===== src/rtl/conway_life_monitor.sv =====
// Observer for the conway_life grid engine: counts generations and live cells and halts on
// extinction, still life, period-2 oscillation (built only with CONWAY_MON_OSC2_EN) or timeout.
module conway_life_monitor #(
  parameter int ROWS    = 4,
  parameter int COLS    = 4,
  parameter int GEN_W   = 16,
  parameter int MAX_GEN = 1000
) (
  input  logic                             clk,
  input  logic                             rst_n,
  input  logic                             load,
  input  logic [ROWS*COLS-1:0]             q,
  output logic [GEN_W-1:0]                 gen_count,
  output logic [$clog2(ROWS*COLS+1)-1:0]   population,
  output logic                             extinct,
  output logic                             still,
  output logic                             osc2,
  output logic                             timeout,
  output logic                             done
);

  localparam int CELLS  = ROWS * COLS;
  localparam int PW     = $clog2(CELLS + 1);
  localparam int LEAVES = 1 << $clog2(CELLS);

  typedef enum logic [1:0] {
    S_IDLE,
    S_ARM,
    S_RUN,
    S_HALT
  } state_t;

  state_t          state_q, state_d;
  logic [CELLS-1:0] prev1;
  logic [GEN_W-1:0] gen_d, gen_inc;
  logic [PW-1:0]    pop_d, pop_now;
  logic [CELLS-1:0] prev1_d;
  logic             extinct_d, still_d, timeout_d;
  logic             hit_extinct, hit_still, hit_osc2, hit_timeout;
  logic             flag_osc2, any_hit;
  logic             seed_en, shift_en;

  // Pairwise adder tree; every partial sum is bounded by CELLS, so PW bits never overflow.
  function automatic logic [PW-1:0] popcount(input logic [CELLS-1:0] v);
    logic [PW-1:0] t [LEAVES];
    for (int i = 0; i < LEAVES; i++) t[i] = '0;
    for (int i = 0; i < CELLS; i++)  t[i] = PW'(v[i]);
    for (int w = LEAVES / 2; w >= 1; w = w / 2) begin
      for (int i = 0; i < w; i++) t[i] = t[2*i] + t[2*i+1];
    end
    return t[0];
  endfunction

  assign pop_now  = popcount(q);
  assign gen_inc  = gen_count + GEN_W'(1);
  assign seed_en  = !load && (state_q == S_ARM);
  assign shift_en = !load && (state_q == S_RUN);

  // Detection compares the incoming generation with the history before it shifts.
  assign hit_extinct = (q == '0);
  assign hit_still   = !hit_extinct && (q == prev1);
  assign flag_osc2   = !hit_extinct && hit_osc2;
  assign any_hit     = hit_extinct || hit_still || flag_osc2;
  assign hit_timeout = !any_hit && (gen_inc == GEN_W'(MAX_GEN));

`ifdef CONWAY_MON_OSC2_EN
  logic [CELLS-1:0] prev2;
  logic             p2_valid;

  assign hit_osc2 = p2_valid && (q != prev1) && (q == prev2);

  always_ff @(posedge clk or negedge rst_n) begin
    if (!rst_n) begin
      prev2    <= '0;
      p2_valid <= 1'b0;
      osc2     <= 1'b0;
    end else if (load) begin
      osc2 <= 1'b0;
    end else if (seed_en) begin
      p2_valid <= 1'b0;
      osc2     <= 1'b0;
    end else if (shift_en) begin
      prev2    <= prev1;
      p2_valid <= 1'b1;
      osc2     <= flag_osc2;
    end
  end
`else
  assign hit_osc2 = 1'b0;
  assign osc2     = 1'b0;
`endif

  always_ff @(posedge clk or negedge rst_n) begin
    if (!rst_n) state_q <= S_IDLE;
    else        state_q <= state_d;
  end

  // Load wins over any detection on the same edge.
  always_comb begin
    state_d = state_q;
    if (load) begin
      state_d = S_ARM;
    end else begin
      unique case (state_q)
        S_IDLE:  state_d = S_IDLE;
        S_ARM:   state_d = S_RUN;
        S_RUN:   state_d = (any_hit || hit_timeout) ? S_HALT : S_RUN;
        S_HALT:  state_d = S_HALT;
        default: state_d = S_IDLE;
      endcase
    end
  end

  always_comb begin
    // NOTE: every output of this block gets a hold value first, so no path infers a latch.
    gen_d     = gen_count;
    pop_d     = population;
    prev1_d   = prev1;
    extinct_d = extinct;
    still_d   = still;
    timeout_d = timeout;
    if (load) begin
      gen_d     = '0;
      extinct_d = 1'b0;
      still_d   = 1'b0;
      timeout_d = 1'b0;
    end else begin
      unique case (state_q)
        S_ARM: begin
          prev1_d   = q;
          pop_d     = pop_now;
          gen_d     = '0;
          extinct_d = 1'b0;
          still_d   = 1'b0;
          timeout_d = 1'b0;
        end
        S_RUN: begin
          prev1_d   = q;
          pop_d     = pop_now;
          gen_d     = gen_inc;
          extinct_d = hit_extinct;
          still_d   = hit_still;
          timeout_d = hit_timeout;
        end
        default: ;
      endcase
    end
  end

  // NOTE: the history register is cleared on reset too, so a stale grid can never match.
  always_ff @(posedge clk or negedge rst_n) begin
    if (!rst_n) begin
      gen_count  <= '0;
      population <= '0;
      prev1      <= '0;
      extinct    <= 1'b0;
      still      <= 1'b0;
      timeout    <= 1'b0;
    end else begin
      // NOTE: non-blocking assignments let every register sample the pre-edge values.
      gen_count  <= gen_d;
      population <= pop_d;
      prev1      <= prev1_d;
      extinct    <= extinct_d;
      still      <= still_d;
      timeout    <= timeout_d;
    end
  end

  assign done = extinct || still || osc2 || timeout;

endmodule


===== config.mk =====
export PLATFORM = sky130hd
export DESIGN_NAME = conway_life_monitor
export DESIGN_NICKNAME = d
export VERILOG_FILES = /design/src/rtl/conway_life_monitor.sv
export SDC_FILE = /design/constraint.sdc
export NUM_CORES = 1
export LEC_CHECK = 0
export BUFFER_PORTS_ARGS = -buffer_cell sky130_fd_sc_hd__buf_2
export CORE_ASPECT_RATIO = 1.2
export CORE_MARGIN = 5
export CORE_UTILIZATION = 35
export DETAILED_ROUTE_END_ITERATION = 12
export PLACE_DENSITY = 0.61
export SLEW_MARGIN = 10
export SYNTH_ARGS = -nofsm -noshare
export SYNTH_HDL_FRONTEND = slang
export SYNTH_SLANG_ARGS = --single-unit

===== constraint.sdc =====
create_clock -name clk -period 4.9 [get_ports clk]
set_clock_uncertainty 0.15 [all_clocks]
set_input_delay 0.245 -clock clk [delete_from_list [all_inputs] [get_ports clk]]
set_output_delay 0.245 -clock clk [all_outputs]
set_load 0.005 [all_outputs]

# Word-level counts from Yosys, hierarchy flattened
# Cells that the tools add are included.
totals:
  ff_bits: 42
  input_bits: 19
  output_inout_bits: 26
op_classes:
  addsub: 16
  eq_ne: 5
  n_mux: 11
  n_bitwise: 1
  n_reduce_logical: 13
op_table:
  columns: ["cell", "count"]
  rows:
  - ["$pmux W16 S2", 1]
  - ["$add A1 B1 Y2", 8]
  - ["$add A16 B1 Y16 const B", 1]
  - ["$eq A16 B10 Y1 const B", 1]
  - ["$eq A16 B16 Y1", 1]
  - ["$logic_not A16 Y1", 1]
  - ["$mux W16", 1]
  - ["$add A2 B2 Y3", 4]
  - ["$add A3 B3 Y4", 2]
  - ["$pmux W2 S4", 1]
  - ["$pmux W1 S2", 3]
  - ["$add A4 B4 Y5", 1]
  - ["$eq A2 B2 Y1 const B", 2]
  - ["$logic_or A1 B1 Y1", 4]
  - ["$mux W1", 4]
  - ["$reduce_bool A3 Y1", 1]
  - ["$eq A2 B1 Y1 const B", 1]
  - ["$logic_and A1 B1 Y1", 2]
  - ["$logic_not A1 Y1", 2]
  - ["$logic_not A2 Y1", 1]
  - ["$mux W2", 1]
  - ["$reduce_and A2 Y1", 1]
  - ["$reduce_or A2 Y1", 1]
  - ["$not A1 Y1", 1]

# Longest topological paths before layout
# Gate-level depths: netlist (run 1).
logic_depth:
  word_depth: 10
  mapped_depth: 11

# Least setup slack after synthesis (run 1)
# OpenSTA, ideal clock, no wires.
synth_timing:
  kind: "input to register"
  from: "input port q[0]"
  to: "register population[4]"
  setup_ns: 0.137
  arrival_ns: 3.142
  slack_ns: 1.470
  path_stages: 11
  path_buffers: 0
  cell_sequence: "fa_1 > inv_1 > fa_1 > fa_1 > fa_1 > inv_1 > ha_1 > fa_1 > a21o_1 > nand2_1 > o21ai_0"
synth_between:
  elab_chain_cells: 4
synth_lines:
  columns: ["item", "line_no", "text"]
  rows:
  - ["start: declaration", "12", "input logic [ROWS*COLS-1:0] q,"]
  - ["$add A1 B1 Y2", "49", "for (int i = 0; i < w; i++) t[i] = t[2*i] + t[2*i+1];"]
  - ["$add A2 B2 Y3", "49", null]
  - ["$add A3 B3 Y4", "49", null]
  - ["$add A4 B4 Y5", "49", null]
  - ["end signal: assignment", "162", "population <= pop_d;"]
  - ["end: declaration", "14", "output logic [$clog2(ROWS*COLS+1)-1:0] population,"]
# Every way passes these cells.
# A chain may end at the register's enable or synchronous reset.

# Worst setup path in the final report (run 1)
# Ends and elaborated chain as after synthesis.

==> metrics, run 1 <==
I/O Buffers=43; Clk pwr share=0.284; cell row count=35; Cells after Synth=280; EDFF count, synth=0; I/O Pins=45; Crit path arrival time=3.37 ns; HP Class=in2reg; final worst-path cycle share=0.689; CTS Buf Count=5; internal power=0.706 mW; GRT Overall Usage=0.132; Pins Over Slew Limit=0; CP Launch Type=input port; Synth Flop Type=dfrtp_1; WS Path Type=in2reg; share of the synthesized area in the top cell type=0.377; Final Setup Violations=0; largest cells by area after synthesis=dfrtp_1 (38%), fa_1 (7.2%), xnor2_1 (6.3%); Post-synth ARST share=1.00; setup TNS=0 ns; vias in the first global route=2213; largest net degree at the start of global routing=43; Fin Hold WS=0.0151 ns; Die Span Y=108 um; Iteration-0 DRC Markers=115; Vias=2145; core area=0.00775 mm2; count leader, synth=dfrtp_1; post-layout minimum cycle time=3.37 ns; CTS tree=yes; H-tree depth=2; CP Capture Type=register; Die X=91.5 um; Cell Pwr Density=316 mW/mm2; Root Buffer=clkbuf_8; Overflow after GRT=0; synth-to-layout area growth=13.8%; number of nets with antenna violations after routing=0; M1 wire length=2.76 mm; placed inst area=0.00305 mm2; syn_nets=321; worst slew pin tran=1.13 ns; Starting Density=0.360; met3 wire length=277 um; via-per-instance ratio=5.22; max_cap viols=0; clk_lat worst skew=0.29 ns; Leak=1.50 nW; routability cong.=0.797; Yosys reg bits=42; post-DR wirelength/cell=15.0 um; Post-CTS Setup Inserts=0; Sw Ratio=0.296; top sig layer=met4; library cells used by synthesis=53; combinational power share=0.291; Synth Area per Inst=9.97 um2; nets=360; initial antenna violation count=0; Synth top cells by count=dfrtp_1 (42), o21ai_0 (33), nand2_1 (27), inv_1 (22), xnor2_1 (20); Yosys warnings=0; Clk pin slew, worst setup/hold paths=0.08 ns; clock buffer depth=2; post-synthesis sequential area ratio=0.377; post-detail-place hpwl=4.59 mm; Fin. Hold Viols=0; DIE AREA=0.00987 mm2; cell taking the most area after synthesis=dfrtp_1; first-pass GRT wire length=10.5 mm; maximum clock frequency=0.296 GHz; antenna fix cells=0; worst relative slew slack=0.240; first-pass iteration count of the detailed router=4; worst-path maximum fanout=3; DRC errors left=0; DR WL met2=3.02 mm; total wire length=6.16 mm; clock sinks=42; status=complete, no violations; fin cells=411; worst vdd ir=0.174 mV; switching pwr=0.297 mW; RSZ-0062 raised after global routing=no; mapped cell area=0.00279 mm2; share of power burned in registers=0.425; layout cells sized above 1=0.241; post-route cell area=0.00318 mm2; dpl cells=403; worst path required time=4.89 ns
## cell families after synthesis
logic type | after synthesis | share of synthesized area
xor+xnor | 23 | 0.0722
mux | 13 | 0.0520
buf+inv | 34 | 0.0538
compound gates | 57 | 0.125
fa+ha+maj | 22 | 0.126
simple gates | 88 | 0.194
flops | 42 | 0.377
other cells | 1 | 0.00134
## final timing paths
| path | startpoint | to | slack [ns] | cells after the start |
|---|---|---|---|---|
| max reg2reg | state_q[0] | timeout | 2.55 | 6 |
| min in group asynchronous | rst_n | gen_count[2] | 0.49 | 2 |
| max in group asynchronous | rst_n | prev1[6] | 3.51 | 2 |
| max | q[0] | population[4] | 1.53 | 12 |
| min | load | state_q[1] | 0.02 | 2 |
| min reg2reg | population[2] | population[2] | 0.34 | 2 |
## worst max-delay path, cell delays in order
cell,delay [ns]
buf_2,0.13
fa_1,0.54
inv_1,0.06
fa_1,0.53
fa_1,0.43
fa_1,0.49
inv_1,0.04
ha_1,0.19
fa_1,0.41
a21o_1,0.19
nand2_1,0.05
o21ai_0,0.06
## state kept, by name (all words and copies together) (netlist names)
signal / cells
extinct: 1
timeout: 1
population: 5
state_q: 2
still: 1
gen_count: 16
prev1: 16
## layout make-up
| type | instances | area, um2 |
|---|---|---|
| fill | 754 | 4570 |
| multi-input combinational | 204 | 1590 |
| sequential | 42 | 1050 |
| timing repair buffer | 44 | 225 |
| tap | 92 | 115 |
| clock buffer | 6 | 82.6 |
| inverter | 22 | 82.6 |
| clock inverter | 1 | 30.0 |
## stage by stage
| step | util | total power, mW | setup slack, ns |
|---|---|---|---|
| finish | 0.410 | 1.00 | 1.53 |
| global route | 0.410 | 1.08 | 1.42 |
| CTS | 0.410 | 1.02 | 1.52 |
| detailed placement | 0.394 | 0.732 | 1.18 |
| global placement | 0.394 | 0.724 | 1.25 |
| floorplan | - | 0.641 | 1.47 |
## power groups by stage
stage	clock network, mW	registers, mW	logic (mW)
global placement	0	0.431	0.293
finish	0.285	0.427	0.292
CTS	0.296	0.427	0.300
global route	0.308	0.433	0.341
detailed placement	0	0.434	0.298
floorplan	0	0.430	0.211
## timing repair
| item | CTS | global route |
|---|---|---|
| gates resized for setup | 0 | 0 |
| endpoints found under the hold margin | 29 | 0 |
| hold buffers | 1 | 0 |
## layer usage
metal	up-vias	global-route usage
met5	-	0
met4	0	0.0431
met3	9	0.0287
met2	39	0.223
met1	1049	0.166
li1	1048	-
## placed cells by master (no fill, tap or decap), drive strengths merged, types with 2 or more instances in the layout
cell type  instances
nor4               6
buf               43
nor3               5
nor4b              3
mux2              12
nand3              7
and3               4
o21bai             3
or3                2
a22o               2
fa                10
xor2               3
a21o               2
a21oi              5
clkbuf             6
nor2b              2
o21ai             35
or2                2
nand2             28
a31oi              2
and2               2
inv               22
nor2              12
xnor2             20
nand4             13
ha                12
dfrtp             42
(Power assumes the default switching activity.)
==> inputs of run 2 (changes only) <==
--- a/config.mk
+++ b/config.mk
@@ -10,7 +10,7 @@
 export CORE_MARGIN = 5
 export CORE_UTILIZATION = 35
 export DETAILED_ROUTE_END_ITERATION = 12
-export PLACE_DENSITY = 0.61
+export PLACE_DENSITY = 0.63
 export SLEW_MARGIN = 10
 export SYNTH_ARGS = -nofsm -noshare
 export SYNTH_HDL_FRONTEND = slang
==> constraint.sdc (replaced) <==
create_clock -name clk -period 3 [get_ports clk]
set_clock_uncertainty 0.15 [all_clocks]
set_input_delay 0.15 -clock clk [delete_from_list [all_inputs] [get_ports clk]]
set_output_delay 0.15 -clock clk [all_outputs]
set_load 0.005 [all_outputs]
==> run 2 against run 1 <==
The flow now finishes with violations (negative setup slack). Global-route usage rose by 0.35 points. Non-clock buffer count rose by 20. Worst setup slack got worse by 1.7 ns. Clock power rose by 33%. Sequential cell count did not move. Sequential share of layout area fell by 1.8 points. Hold slack improved by 0.027 ns. Via count rose by 3.5%. Register-to-register slack got worse by 1.8 ns. Critical endpoint unchanged. Largest power group unchanged.
==> metrics, run 2 (synthesis results as in run 1) <==
share of power burned in registers=0.420 (-0.005); clock sinks=42 (unchanged); total wire length=6.26 mm (+1.7%); Starting Density=0.360 (unchanged); slowest stage delay, CP=0.54 ns (about the same); Cell Pwr Density=491 mW/mm2 (+56%); clk_lat worst skew=0.31 ns (+0.02 ns); DRC errors left=0 (unchanged); failing checks=negative setup slack; I/O Pins=45 (unchanged); Min-Delay Path Depth=3 (+1); GRT Overall Usage=0.135 (+0.00348); cell row count=35 (unchanged); cells on worst reg2reg path=6 (unchanged); Layout fillers=749 (-0.66%); H-tree depth=2 (unchanged); post-DR wirelength/cell=14.5 um (-3.2%); switching pwr=0.530 mW (+78%); HP Class=in2reg; status=finished with violations; Setup WS pre-CTS=-0.499 ns (-1.68 ns); DIE AREA=0.00987 mm2 (unchanged); maximum clock frequency=0.317 GHz; nets=380 (+5.6%); fin util=0.434 (+0.0241); Iteration-0 DRC Markers=50 (-57%); most common cell after layout, fill and taps aside=dfrtp_1; Sw Ratio=0.321 (+0.0245); worst path required time=3.01 ns (-1.88 ns); Root Buffer=clkbuf_8; slowest CP cell=fa_1; Fin. Hold Viols=0 (unchanged); most frequent cells in the layout=dfrtp_1 (42), buf_2 (39), o21ai_0 (31); WS Path Type=in2reg; worst slew pin tran=0.959 ns (-0.174 ns); CP dominant cell by count=fa_2; internal power=1.12 mW (+59%); biggest regs=gen_count (16), prev1 (16), population (5); combinational power share=0.351 (+0.060); Die Span Y=108 um (unchanged); Die X=91.5 um (unchanged); worst vdd ir=0.464 mV (+170%); antenna fix cells=0 (unchanged); Clk pwr share=0.229 (-0.055); Overflow after GRT=0 (unchanged); Leak=1.60 nW (+6.3%); largest net degree at the start of global routing=43 (unchanged); CTS tree=yes; post-detail-place hpwl=4.66 mm (+1.6%); core area=0.00775 mm2 (unchanged); layout cells sized above 1=0.306 (+0.0645); Worst Slack Setup Final=-0.155 ns (-1.68 ns); Pins Over Slew Limit=0 (unchanged); CTS Buf Count=5 (unchanged); worst relative slew slack=0.361 (+0.120); number of nets with antenna violations after routing=0 (unchanged); synth-to-layout area growth=20.5%; final worst-path cycle share=1.05; Clk pin slew, worst setup/hold paths=0.08 ns (about the same); CP Launch Type=input port; first-pass iteration count of the detailed router=4 (unchanged); clock buffer depth=2 (unchanged); Final Setup Violations=4 (+4); worst-path maximum fanout=2 (-1); CP Capture Type=register; max_cap viols=0 (unchanged); I/O Buffers=43 (unchanged); Crit path arrival time=3.16 ns (-0.21 ns); post-layout minimum cycle time=3.16 ns; Vias=2221 (+3.5%); via-per-instance ratio=5.14 (-1.5%); initial antenna violation count=0 (unchanged); RSZ-0062 raised after global routing=yes; routability cong.=0.793 (-0.58%); vias in the first global route=2299 (+3.9%); first-pass GRT wire length=10.8 mm (+2.4%); crit path cell chain=buf_8 -> fa_1 -> inv_2 -> fa_2 -> fa_2 -> fa_1 -> inv_2 -> ha_4 -> fa_2 -> a21o_1 -> nand2_1 -> o21ai_1
run 2: cell types whose count changed in the layout (fill, tap and decap cells not counted), moves of 3 or more:
cell	change
buf_2	-4
fa_1	-3
fa_2	+3
buf_6	+3
buf_4	+19
run 2: final timing paths:
| path | to | from | slack (ns) |
|---|---|---|---|
| worst max-delay path | population[4] | q[5] | -0.16 |
| worst min-delay path | prev1[4] | q[4] | 0.04 |
| worst max register to register | state_q[0] | gen_count[0] | 0.72 |
| worst min register to register | population[3] | population[3] | 0.33 |
| max in group asynchronous | state_q[1] | rst_n | 1.71 |
| min in group asynchronous | gen_count[0] | rst_n | 0.38 |
run 2: final cells by class:
cell class	instances	area, um2	share of cell area
Tap cell	92	115	0.0342
Inverter	22	82.6	0.0246
Clock buffer	6	72.6	0.0216
Sequential cell	42	1050	0.313
Clock inverter	2	13.8	0.00409
Timing Repair Buffer	64	407	0.121
Multi-Input combinational cell	204	1620	0.482
run 2: per-stage QoR:
stage / TNS [ns] / area (um2) / power (mW) / hold slack (ns) / cells
after floorplan: -0.897 / 2800 / 1.06 / -0.296 / 280
after global placement: -1.81 / 3190 / 1.23 / 0.217 / 420
after detailed placement: -1.99 / 3190 / 1.26 / 0.226 / 420
after CTS: -0.437 / 3340 / 1.67 / 0.0211 / 431
after global routing: -0.728 / 3360 / 1.79 / 0.0537 / 432
final: -0.425 / 3360 / 1.65 / 0.0421 / 432
run 2: critical path, delay by kind of cell:
| family | cells | cell delay, ns |
|---|---|---|
| adders and majority gates | 6 | 2.53 |
| and+or+nand+nor | 1 | 0.06 |
| buffers and inverters | 3 | 0.19 |
| AOI/OAI and AO/OA | 2 | 0.24 |
run 2: metal layers:
metal  share of wire  track usage  vias up
met5               0            0        -
met4           0.015       0.0431        0
met3           0.051       0.0329        8
met2            0.51        0.237       53
met1            0.42        0.162     1069
li1                -            -     1091
run 2: power by group through the flow:
stage	clock [mW]	combinational (mW)	sequential, mW
after floorplan	0	0.360	0.703
after global placement	0	0.525	0.703
after detailed placement	0	0.551	0.706
after CTS	0.394	0.579	0.695
after global routing	0.420	0.667	0.705
final	0.379	0.579	0.694
run 2: what timing repair did:
| action | in CTS | in global routing |
|---|---|---|
| hold buffers | 2 | 0 |
| setup endpoints to repair | 4 | 4 |
| resized for setup | 7 | 6 |
| hold endpoints to repair | 44 | 0 |
| setup buffers | 1 | 1 |
| pin swaps | 2 | 2 |
==> inputs of run 3 (changes only) <==
--- a/config.mk
+++ b/config.mk
@@ -9,8 +9,9 @@
 export CORE_ASPECT_RATIO = 1.2
 export CORE_MARGIN = 5
 export CORE_UTILIZATION = 35
+export CTS_BUF_LIST = sky130_fd_sc_hd__clkbuf_2 sky130_fd_sc_hd__clkbuf_4 sky130_fd_sc_hd__clkbuf_8
 export DETAILED_ROUTE_END_ITERATION = 12
-export PLACE_DENSITY = 0.63
+export PLACE_DENSITY = 0.61
 export SLEW_MARGIN = 10
 export SYNTH_ARGS = -nofsm -noshare
 export SYNTH_HDL_FRONTEND = slang
==> constraint.sdc (replaced) <==
create_clock -name clk -period 2.94 [get_ports clk]
set_clock_uncertainty 0.15 [all_clocks]
set_input_delay 0.147 -clock clk [delete_from_list [all_inputs] [get_ports clk]]
set_output_delay 0.147 -clock clk [all_outputs]
set_load 0.005 [all_outputs]
==> run 3 against run 2 <==
The flow still finishes with violations (negative setup slack). Global-route usage rose by 0.36 points. First-iteration DRC count is 86% higher. Die area unchanged. Core utilization shrank 0.61 points. Highest routed layer unchanged.
==> metrics, run 3 (synthesis results as in run 1) <==
Root Buffer=clkbuf_8; Worst Slack Setup Final=-0.223 ns (-0.0675 ns); cells on worst reg2reg path=6 (unchanged); Fin. Hold Viols=0 (unchanged); delay-heaviest family, CP=adder cells; biggest regs=gen_count (16), prev1 (16), population (5); CTS Buf Count=5 (unchanged); maximum clock frequency=0.316 GHz; post-layout minimum cycle time=3.16 ns; Die Span Y=108 um (unchanged); CTS tree=yes; failing checks=negative setup slack; worst-path maximum fanout=2 (unchanged); status=finished with violations; GRT Overall Usage=0.139 (+0.00359); slowest CP cell=fa_1; Overflow after GRT=0 (unchanged); most common cell after layout, fill and taps aside=dfrtp_1; cell row count=35 (unchanged); I/O Buffers=43 (unchanged); initial antenna violation count=0 (unchanged); Final Setup Violations=4 (unchanged); worst relative slew slack=0.343 (-0.0176); CP Capture Type=register; CP dominant cell by count=fa_1; total wire length=6.26 mm (about the same); CP Launch Type=input port; most frequent cells in the layout=dfrtp_1 (42), buf_2 (41), o21ai_0 (30); via-per-instance ratio=5.18 (+0.66%); WS Path Type=in2reg; Hold Path Origin=q[2]; placed inst area=0.00319 mm2 (unchanged); Cell Pwr Density=504 mW/mm2 (+2.5%); RSZ-0062 raised after global routing=yes; clock sinks=42 (unchanged); Hold EP=prev1[2]; Pins Over Slew Limit=0 (unchanged); Vias=2215 (-0.27%); slowest stage delay, CP=0.55 ns (about the same); crit path cell chain=buf_6 -> fa_1 -> inv_2 -> fa_2 -> fa_1 -> fa_1 -> inv_1 -> ha_2 -> fa_2 -> mux2_2; vias in the first global route=2406 (+4.7%); first-pass iteration count of the detailed router=4 (unchanged); max_cap viols=0 (unchanged); clock buffer depth=2 (unchanged); worst vdd ir=0.313 mV (-32%); Min-Delay Path Depth=2 (-1); Clk pin slew, worst setup/hold paths=0.08 ns (about the same); HP Class=in2reg; final worst-path cycle share=1.08; largest net degree at the start of global routing=43 (unchanged); Post-CTS Setup Inserts=0 (-1); core area=0.00775 mm2 (unchanged); nets=378 (-0.53%); register area=0.00105 mm2 (unchanged); worst path required time=2.97 ns (-0.04 ns); Die X=91.5 um (unchanged); reg-to-reg endpoint=state_q[0]; post-detail-place hpwl=4.79 mm (+2.7%); first-pass GRT wire length=11.1 mm (+3.3%); setup TNS=-0.781 ns (-0.356 ns); DRC errors left=0 (unchanged); antenna fix cells=0 (unchanged); Starting Density=0.360 (unchanged); Crit path arrival time=3.19 ns (+0.03 ns); layout cells sized above 1=0.301 (-0.00529); RR Startpoint=gen_count[0]; Layout fillers=768 (+2.5%); number of nets with antenna violations after routing=0 (unchanged); Iteration-0 DRC Markers=93 (+86%); post-route cell area=0.00332 mm2 (-1.4%); area of the multi-input gates=0.00161 mm2 (-0.77%); clk_lat worst skew=0.29 ns (-0.02 ns); total power=1.67 mW (+1.1%); post-DR wirelength/cell=14.6 um (+0.90%); Leak=1.58 nW (-1.3%); routability cong.=0.820 (+3.5%); DIE AREA=0.00987 mm2 (unchanged); synth-to-layout area growth=18.8%; I/O Pins=45 (unchanged); H-tree depth=2 (unchanged); Bufs and invs on worst path=3 (unchanged); worst slew pin tran=0.986 ns (+0.0264 ns); R2R Setup Slk=0.70 ns (-0.02 ns)
==> run 3: cell count changes in the layout (fill, tap and decap cells not counted), sizes merged <==
cell	change
buf	-2
clkinv	-2
==> run 3: worst max path at each step <==
| stage | from | end | slack, ns | cells after the start |
|---|---|---|---|---|
| 6_report | q[3] | population[1] | -0.22 | 10 |
| 5_1_grt | q[5] | population[1] | -0.32 | 10 |
| 4_1_cts | q[3] | population[3] | -0.23 | 12 |
| 3_5_place_dp | q[0] | population[3] | -0.57 | 12 |
| 3_3_place_gp | q[0] | population[3] | -0.53 | 12 |
| 2_1_floorplan | q[0] | population[1] | -0.31 | 9 |
==> run 3: cell type report <==
cell class | count | share of cell area
clock buffers | 6 | 0.0249
repair buffers | 62 | 0.113
flip-flops and latches | 42 | 0.317
well taps | 92 | 0.0347
inverters | 22 | 0.0249
multi-input cells | 204 | 0.485
==> run 3: timing repair <==
action | CTS | global route
endpoints found under the setup margin | 4 | 4
endpoints found under the hold margin | 44 | 0
hold buffers | 2 | 0
pin swaps | 2 | 3
gates resized for setup | 5 | 5
==> run 3: through the flow <==
stage | hold slack [ns] | std cells | setup WS [ns] | util
global placement | 0.211 | 420 | -0.530 | 0.412
CTS | 0.0267 | 428 | -0.233 | 0.426
floorplan | -0.299 | 280 | -0.306 | -
detailed placement | 0.215 | 420 | -0.571 | 0.412
finish | 0.0404 | 428 | -0.223 | 0.428
global route | 0.0224 | 428 | -0.321 | 0.428
==> run 3: metal layers <==
metal / part of all wire / track usage / up-vias / routed length, um
li1: - / - / 1086 / -
met3: 0.047 / 0.0308 / 9 / 293
met1: 0.42 / 0.167 / 1076 / 2640
met5: 0 / 0 / - / 0
met2: 0.51 / 0.241 / 44 / 3200
met4: 0.020 / 0.0517 / 0 / 125
==> run 3: where the power goes <==
group | switching (mW) | internal, mW | leakage, nW
registers | 0.0508 | 0.660 | 0.543
clock network | 0.193 | 0.181 | 0.0431
logic | 0.275 | 0.311 | 0.993
total | 0.519 | 1.15 | 1.58
